`src/rtl/twiddle_mult_pipe.sv`:
```
// twiddle_mult_pipe: 3-stage valid/ready complex twiddle multiplier (3-multiplier form, round-half-up).
// Define TWIDDLE_MULT_SAT_EN to saturate Re/Im instead of two's-complement wrap.
module twiddle_mult_pipe #(
   parameter int DATA_W = 8,
   parameter int COEF_W = 8,
   parameter int FRAC   = 7,
   parameter int TAG_W  = 5
) (
   input  logic                     clk,
   input  logic                     rst_n,
   input  logic                     i_valid,
   output logic                     o_ready,
   input  logic signed [DATA_W-1:0] i_x,
   input  logic signed [DATA_W-1:0] i_y,
   input  logic signed [COEF_W-1:0] i_c,
   input  logic signed [COEF_W:0]   i_c_plus_s,
   input  logic signed [COEF_W:0]   i_c_minus_s,
   input  logic        [TAG_W-1:0]  i_tag,
   output logic                     o_valid,
   input  logic                     i_ready,
   output logic signed [DATA_W-1:0] o_re,
   output logic signed [DATA_W-1:0] o_im,
   output logic        [TAG_W-1:0]  o_tag
);
   localparam int EW = DATA_W + 1;
   localparam int PW = DATA_W + COEF_W + 1;
   localparam int SW = PW + 1;
   localparam logic signed [SW-1:0] RND = SW'(2 ** (FRAC - 1));
   logic                     en, v1, v2;
   logic signed [DATA_W-1:0] x1, y1;
   logic signed [EW-1:0]     e1;
   logic signed [COEF_W-1:0] c1;
   logic signed [COEF_W:0]   cp1, cm1;
   logic        [TAG_W-1:0]  t1, t2;
   logic signed [PW-1:0]     z2, pr2, pi2;
   logic signed [SW-1:0]     re_f, im_f;
`ifdef TWIDDLE_MULT_SAT_EN
   localparam logic signed [SW-1:0] MAXV = SW'(2 ** (DATA_W - 1) - 1);
   localparam logic signed [SW-1:0] MINV = SW'(-(2 ** (DATA_W - 1)));
   function automatic logic signed [DATA_W-1:0] reduce(input logic signed [SW-1:0] v);
      logic signed [SW-1:0] s;
      s = v >>> FRAC;
      return s > MAXV ? DATA_W'(MAXV) : s < MINV ? DATA_W'(MINV) : DATA_W'(s);
   endfunction
`else
   function automatic logic signed [DATA_W-1:0] reduce(input logic signed [SW-1:0] v);
      return DATA_W'(v >>> FRAC);
   endfunction
`endif
   assign en      = i_ready | ~o_valid;
   assign o_ready = en;
   // Re = y(c-s) + c(x-y), Im = x(c+s) - c(x-y), rounding offset folded into the add
   always_comb begin
      re_f = SW'(pr2) + SW'(z2) + RND;
      im_f = SW'(pi2) - SW'(z2) + RND;
   end
   always_ff @(posedge clk or negedge rst_n)
      if (!rst_n) begin
         v1      <= 1'b0;
         x1      <= '0;
         y1      <= '0;
         e1      <= '0;
         c1      <= '0;
         cp1     <= '0;
         cm1     <= '0;
         t1      <= '0;
         v2      <= 1'b0;
         z2      <= '0;
         pr2     <= '0;
         pi2     <= '0;
         t2      <= '0;
         o_valid <= 1'b0;
         o_re    <= '0;
         o_im    <= '0;
         o_tag   <= '0;
      end else if (en) begin
         v1      <= i_valid;
         x1      <= i_x;
         y1      <= i_y;
         e1      <= EW'(i_x) - EW'(i_y);
         c1      <= i_c;
         cp1     <= i_c_plus_s;
         cm1     <= i_c_minus_s;
         t1      <= i_tag;
         v2      <= v1;
         z2      <= PW'(c1) * PW'(e1);
         pr2     <= PW'(y1) * PW'(cm1);
         pi2     <= PW'(x1) * PW'(cp1);
         t2      <= t1;
         o_valid <= v2;
         o_re    <= reduce(re_f);
         o_im    <= reduce(im_f);
         o_tag   <= t2;
      end
endmodule

```
`config.mk`:
```
export PLATFORM = sky130hd
export DESIGN_NAME = twiddle_mult_pipe
export DESIGN_NICKNAME = d
export VERILOG_FILES = /design/src/rtl/twiddle_mult_pipe.sv
export SDC_FILE = /design/constraint.sdc
export NUM_CORES = 1
export LEC_CHECK = 0
export BUFFER_PORTS_ARGS = -buffer_cell sky130_fd_sc_hd__clkbuf_2
export CAP_MARGIN = 25
export CORE_MARGIN = 5
export CORE_UTILIZATION = 49
export CTS_CLUSTER_DIAMETER = 120
export DETAILED_ROUTE_END_ITERATION = 12
export PLACE_DENSITY = 0.66
export SETUP_SLACK_MARGIN = 0.5
export SLEW_MARGIN = 40
export SYNTH_ARGS = -nofsm -noshare
export SYNTH_HDL_FRONTEND = slang
export SYNTH_SLANG_ARGS = --single-unit
```
`constraint.sdc`:
```
create_clock -name clk -period 5.7 [get_ports clk]
set_input_delay 0.855 -clock clk [delete_from_list [all_inputs] [get_ports clk]]
set_output_delay 0.855 -clock clk [all_outputs]
set_load 0.02 [all_outputs]
```
==> metrics.md, run 1 <==
| Metric | Value |
|---|---|
| Status | finished, final reports clean |
| Largest stage delay, worst path | ~530 ps |
| Vias in the first global route | 9883 |
| Clock sinks | 130 |
| Initial Util | between 40% and 50% |
| Synth Cell Area | between 10000 and 15000 um2 |
| Congestion Overflow GR | 0 |
| Tcrit/Tclk final | around 83% |
| Final wirelength | about 28000 um |
| Worst slew margin | a little over half |
| CP max FO | 10 |
| Hold Path Class | in2async |
| CTS buffer count | 17 |
| First-pass GRT wire length | between 40000 and 50000 um |
| Design area | 14800 um2 |
| Sequential element share of the synthesized area | approximately a quarter |
| Clock skew | 16.9 ps |
| Crit. Startpoint | y1[2]$_DFFE_PN0P_ |
| First drt pass iteration count | 5 |
| Die height | 176 um |
| RSZ-0062 raised after global routing | no |
| Die width | 176 um |
| Top-area cell type share of the netlist area | 24.1% |
| Cts repair resizes | 0 |
| Routability cong. | 0.891 |
| Most used DFF post-synth | dfrtp_1 |
| DR iter-0 viols | around 430 |
| Setup CP Type | reg2reg |
| Most common cell in the netlist | nand2_1 |
| Final design utilization | 54.7% |
| CTS Hold Bufs | 0 |
| Cell at the slowest stage of the critical path | fa_1 |
| RR Startpoint | y1[2]$_DFFE_PN0P_ |
| DPL Wire Length | around 23000 um |
| Final slew viol count | 0 |
| P&R area growth vs syn | 9.47% |
| Worst Path Required | ~6000 ps |
| EDFF count, synth | 0 |
| CTS Buffer Depth | 2 |
| Clock transition at path regs | 60 ps |
| Post-CTS Setup Repair Bufs | 0 |
| DR WL/cell | between 10 and 15 um |
| DRC errors left | 0 |
| Crit path time final | around 4700 ps |
| Ys async rst share | 100% |
| Share of layout cells above drive strength 1 | between 7 and 8% |
| Largest net degree at the start of global routing | 93 |
| Ports | 74 |
| Max Freq | 0.211 GHz |
| Post-DRT Antenna Nets | 0 |
| Crit end category | flop |
| Post-Syn Nets | roughly 1.9k |
| Slew @ Worst Pin | 692 ps |
| Site row count | 60 |
| H-tree levels | 4 |
| Syn Area/Cell | between 8 and 9 um2 |
| Distinct cell type count after synthesis | 47 |
| Synth Instances | 1523 |
| Critical-path cell list | and2_1 > fa_1 > inv_1 > fa_1 > inv_1 > fa_1 > inv_1 > fa_1 > inv_1 > ha_1 > o21ai_1 > a21oi_1 > or4_1 > and3_4 > a2111oi_4 > xnor2_1 > a21oi_1 |
| Clock Latency Late Sink | ~430 ps |
| Full die area | 31100 um2 |
| Area after DPL | between 10000 and 15000 um2 |
| Final setup TNS | 0 ps |
| Nets@finish | ~1.9k |
| Core area | 27100 um2 |
| Total track usage | 19.3% |
| Ant diodes | 0 |
| Synth warnings | 0 |
| Synth area leaders | fa_1 (24%), dfrtp_1 (24%), ha_1 (13%), nand2_1 (8.0%), inv_1 (7.1%) |
| Buffers on Ports | 73 |
| Number of synthesized register bits | between 100 and 150 |
| Root Buffer | clkbuf_16 |
| Worst path arrival time | approximately 5000 ps |
| Via count | 9502 |
| Vias/cell | 4.87 |
| Final setup fails | 0 |
| Final Hold Vio Count | 0 |
| Max capacitance violation total | 0 |
| Initial antenna violation count | 1 |
| Synth top cells by count | nand2_1 (287), inv_1 (256), fa_1 (163) |
| CTS tree | built |
| Leading area contributor after synthesis | fa_1 |
| Crit path launch type | flop |
==> critical path, delay by kind of cell, from the launching register on <==
kind            cells  cell delay, ps
compound gates      4             620
flops               1             480
fa+ha+maj           5            2340
simple gates        3             830
buf+inv             4             190
xor+xnor            1             160
==> cell usage in the layout (no fill, tap or decap), types with 10 or more instances in the layout <==
cell type,instances
xor2_1,27
o21ai_0,35
nand2_1,287
nor2_1,74
and2_1,116
a21oi_1,63
inv_1,256
xnor2_1,46
ha_1,142
clkbuf_2,72
clkbuf_16,17
dfrtp_1,130
a31oi_1,11
o21ai_1,20
nor3_1,11
nand3_1,10
nand2b_1,27
fa_1,163
==> layout make-up <==
cell class / instances / area, um2
Clock buffer: 17 / 425
Clock inverter: 15 / 186
Fill cell: 2542 / 12300
Inverter: 260 / 978
Multi-Input combinational cell: 1079 / 9100
Sequential cell: 130 / 3250
Tap cell: 372 / 465
Timing Repair Buffer: 77 / 413
==> layer usage <==
layer / track usage, % / vias to the layer above / part of all wire (%)
met5: 0 / - / 0.043
met2: 30.3 / 153 / 45
met1: 28.3 / 4556 / 49
met4: 3.90 / 2 / 1.2
li1: - / 4768 / -
met3: 3.21 / 23 / 4.4
==> logic make-up after synthesis <==
group                      Yosys count  synth area share [%]
xor gates and xnor gates            73                  4.72
adders and majority gates          305                  37.2
DFF                                130                  24.0
buffers and inverters              314                  8.82
and+or+nand+nor                    545                  18.5
AOI/OAI and AO/OA                  156                  6.69
==> state kept, by name, summed over array words and instances (netlist names), 9 cells and up <==
signal  count
pi2        15
pr2        15
z2         15
cm1         9
cp1         9
e1          9
==> per-stage QoR <==
stage          std cells  hold WS (ps)  setup slack [ps]
2_1_floorplan       1523           430              1120
3_3_place_gp        1918           440               988
3_5_place_dp        1918           455               971
4_1_cts             1950           473               958
5_1_grt             1950           493               678
6_report            1950           461               952
==> path summary, 6_finish.rpt <==
check,endpoint,slack [ps],cells past startpoint
worst max-delay path,pr2[14]$_DFFE_PN0P_,950,17
worst min-delay path,o_im[7]$_DFFE_PN0P_,460,1
worst max register to register,pr2[14]$_DFFE_PN0P_,950,17
worst min register to register,t2[3]$_DFFE_PN0P_,470,2
max in group asynchronous,pi2[14]$_DFFE_PN0P_,4250,2
min in group clk,t2[3]$_DFFE_PN0P_,470,2
Power of run 1 is left out: the tool's default activity adds up to more than one toggle a clock period on the data nets, which glitch-free logic cannot reach.
==> inputs of run 2 (changes only) <==
==> constraint.sdc (replaced) <==
create_clock -name clk -period 4.9 [get_ports clk]
set_input_delay 0.735 -clock clk [delete_from_list [all_inputs] [get_ports clk]]
set_output_delay 0.735 -clock clk [all_outputs]
set_load 0.02 [all_outputs]
==> run 2 against run 1 <==
  * Non-clock buffer count is 58 higher
  * Critical path type unchanged
  * Final area grew 4.0%
  * Critical path depth unchanged
  * Cell count grew 3.0%
  * Highest routed layer is now met4
  * Fmax increased by 9.4%
  * Sequential share of layout area is 0.54 points lower
  * First-iteration DRC count grew 4.0%
==> metrics.md, run 2 (synthesized netlist as in run 1, its figures left out) <==
| Metric | Value |
|---|---|
| Status | finished, final reports clean (unchanged) |
| RSZ-0062 raised after global routing | yes (was no) |
| Tcrit/Tclk final | 88.6% (was 83.3%) |
| Design area | 15400 um2 (was 14800 um2) |
| Largest stage delay, worst path | 550 ps (was 530 ps) |
| Initial Util | 50.0% (unchanged) |
| P&R area growth vs syn | 13.9% (was 9.47%) |
| Area occupied by multi-input gates | 9240 um2 (was 9100 um2) |
| Storage cell area | 3300 um2 (was 3250 um2) |
| Max Freq | 0.230 GHz (was 0.211 GHz) |
| CP max FO | 5 (was 10) |
| Area after DPL | 14300 um2 (was 14200 um2) |
| Worst slew margin | 52.0% (was 53.9%) |
| Most frequent CP cell | fa_1 |
| DR WL/cell | 14.5 um (was 14.4 um) |
| DPL Wire Length | 23000 um (was 22600 um) |
| Critical-path cell list | and2_4 > fa_1 > inv_2 > fa_1 > inv_2 > fa_1 > inv_1 > fa_1 > inv_2 > ha_4 > o21ai_2 > a21oi_2 > or4_4 > and3_4 > a2111oi_4 > xnor2_1 > a21oi_1 (was and2_1 > fa_1 > inv_1 > fa_1 > inv_1 > fa_1 > inv_1 > fa_1 > inv_1 > ha_1 > o21ai_1 > a21oi_1 > or4_1 > and3_4 > a2111oi_4 > xnor2_1 > a21oi_1) |
| Ant diodes | 0 (unchanged) |
| Hold Path Class | in2async (unchanged) |
| Commonest non-fill, non-tap cell in the layout | nand2_1 (unchanged) |
| CTS Hold Bufs | 0 (unchanged) |
| Die height | 176 um (unchanged) |
| Post-DRT Antenna Nets | 0 (unchanged) |
| Clock skew | 12.7 ps (was 16.9 ps) |
| H-tree levels | 4 (unchanged) |
| Share of layout cells above drive strength 1 | 15.0% (was 7.67%) |
| Buffers on Ports | 73 (unchanged) |
| Crit end category | flop (unchanged) |
| Clock transition at path regs | 70 ps (was 60 ps) |
| Crit path time final | 4340 ps (was 4750 ps) |
| Nets@finish | 1979 (was 1921) |
| Routability cong. | 0.888 (was 0.891) |
| R2R Setup Slk | 560 ps (was 950 ps) |
| Via count | 9766 (was 9502) |
| Ports | 74 (unchanged) |
| Filler cell count | 2482 (was 2542) |
| First drt pass iteration count | 5 (unchanged) |
| Final wirelength | 29200 um (was 28000 um) |
| CTS Buffer Depth | 2 (unchanged) |
| Vias in the first global route | 9793 (was 9883) |
| Final setup TNS | 0 ps (unchanged) |
| Congestion Overflow GR | 0 (unchanged) |
| Die width | 176 um (unchanged) |
| Root Buffer | clkbuf_16 (unchanged) |
| Site row count | 60 (unchanged) |
| Largest regs | pi2: 15 flops, pr2: 15 flops, z2: 15 flops (unchanged) |
| Largest net degree at the start of global routing | 90 (was 93) |
| First-pass GRT wire length | 48900 um (was 48800 um) |
| Worst Path Required | 5190 ps (was 5970 ps) |
| Final Hold Vio Count | 0 (unchanged) |
| Core area | 27100 um2 (unchanged) |
| Total track usage | 19.4% (was 19.3%) |
| CTS buffer count | 17 (unchanged) |
| Final setup fails | 0 (unchanged) |
| DRC errors left | 0 (unchanged) |
| Most frequent cells in the layout | nand2_1 (285), inv_1 (253), fa_1 (163) (was nand2_1 (287), inv_1 (256), fa_1 (163)) |
| Initial antenna violation count | 0 (was 1) |
| Cell at the slowest stage of the critical path | fa_1 (unchanged) |
| Clock Latency Late Sink | 430 ps (about the same) |
| Worst path arrival time | 4630 ps (was 5020 ps) |
| Full die area | 31100 um2 (unchanged) |
| Final slew viol count | 0 (unchanged) |
| Clock sinks | 130 (unchanged) |
| Setup CP Type | reg2reg (unchanged) |
| CTS tree | built (unchanged) |
| DR iter-0 viols | 443 (was 426) |
| Slew @ Worst Pin | 720 ps (was 692 ps) |
| Crit path launch type | flop (unchanged) |
| Vias/cell | 4.86 (was 4.87) |
| Max capacitance violation total | 0 (unchanged) |
[run 2: cell count changes in the layout (fill, tap and decap cells not counted), moves of 4 or more]
cell / delta
ha_4: +5
buf_4: +59
dfrtp_2: +38
buf_6: -4
dfrtp_1: -38
ha_1: -8
inv_8: -4
[run 2: repair_timing]
action / in CTS / in global routing
pin swaps: 2 / 23
endpoints found under the hold margin: 0 / 0
setup endpoints to repair: 4 / 10
gates cloned: 0 / 0
setup buffers: 3 / 49
resized for setup: 18 / 53
[run 2: path summary, 6_finish.rpt]
path,start,endpoint,cells past startpoint
hold / removal,rst_n,z2[10]$_DFFE_PN0P_,1
hold reg to reg,v1$_DFFE_PN0P_,v1$_DFFE_PN0P_,2
min in group clk,v1$_DFFE_PN0P_,v1$_DFFE_PN0P_,2
setup / recovery,cm1[5]$_DFFE_PN0P_,pr2[14]$_DFFE_PN0P_,17
max in group asynchronous,rst_n,y1[0]$_DFFE_PN0P_,2
setup reg to reg,cm1[5]$_DFFE_PN0P_,pr2[14]$_DFFE_PN0P_,17
[run 2: area by class of cell]
cell class / count / area share, %
Multi-Input combinational cell: 1079 / 59.9
Sequential cell: 130 / 21.4
Inverter: 260 / 6.36
Timing Repair Buffer: 135 / 5.42
Tap cell: 372 / 3.02
Clock buffer: 17 / 2.76
Clock inverter: 15 / 1.09
[run 2: routing by layer]
| layer | part of all wire (%) | vias up | global-route usage, % |
|---|---|---|---|
| li1 | - | 4878 | - |
| met1 | 50 | 4713 | 28.6 |
| met2 | 45 | 151 | 30.2 |
| met3 | 3.2 | 24 | 3.17 |
| met4 | 1.8 | 0 | 4.65 |
| met5 | 0 | - | 0 |
[run 2: worst max-delay path, delay by kind of cell, from the launching register on]
family	cells	cell delay, ps
buffers and inverters	4	180
adder cells (fa/ha/maj)	5	2290
AND/OR/NAND/NOR	3	720
flip-flops	1	410
AO/OA/AOI/OAI	4	450
XOR/XNOR	1	150
[run 2: metrics by stage]
stage               hold WS (ps)  util, %  worst slack, ps  std cells
CTS                          356     55.0              422       1959
finish                       294     56.9              558       2008
detailed placement           456     52.6              301       1924
global route                 354     56.9              378       2008
global placement             448     52.6              403       1924
floorplan                    430        -              530       1523
Power of run 2 is left out for the same reason.
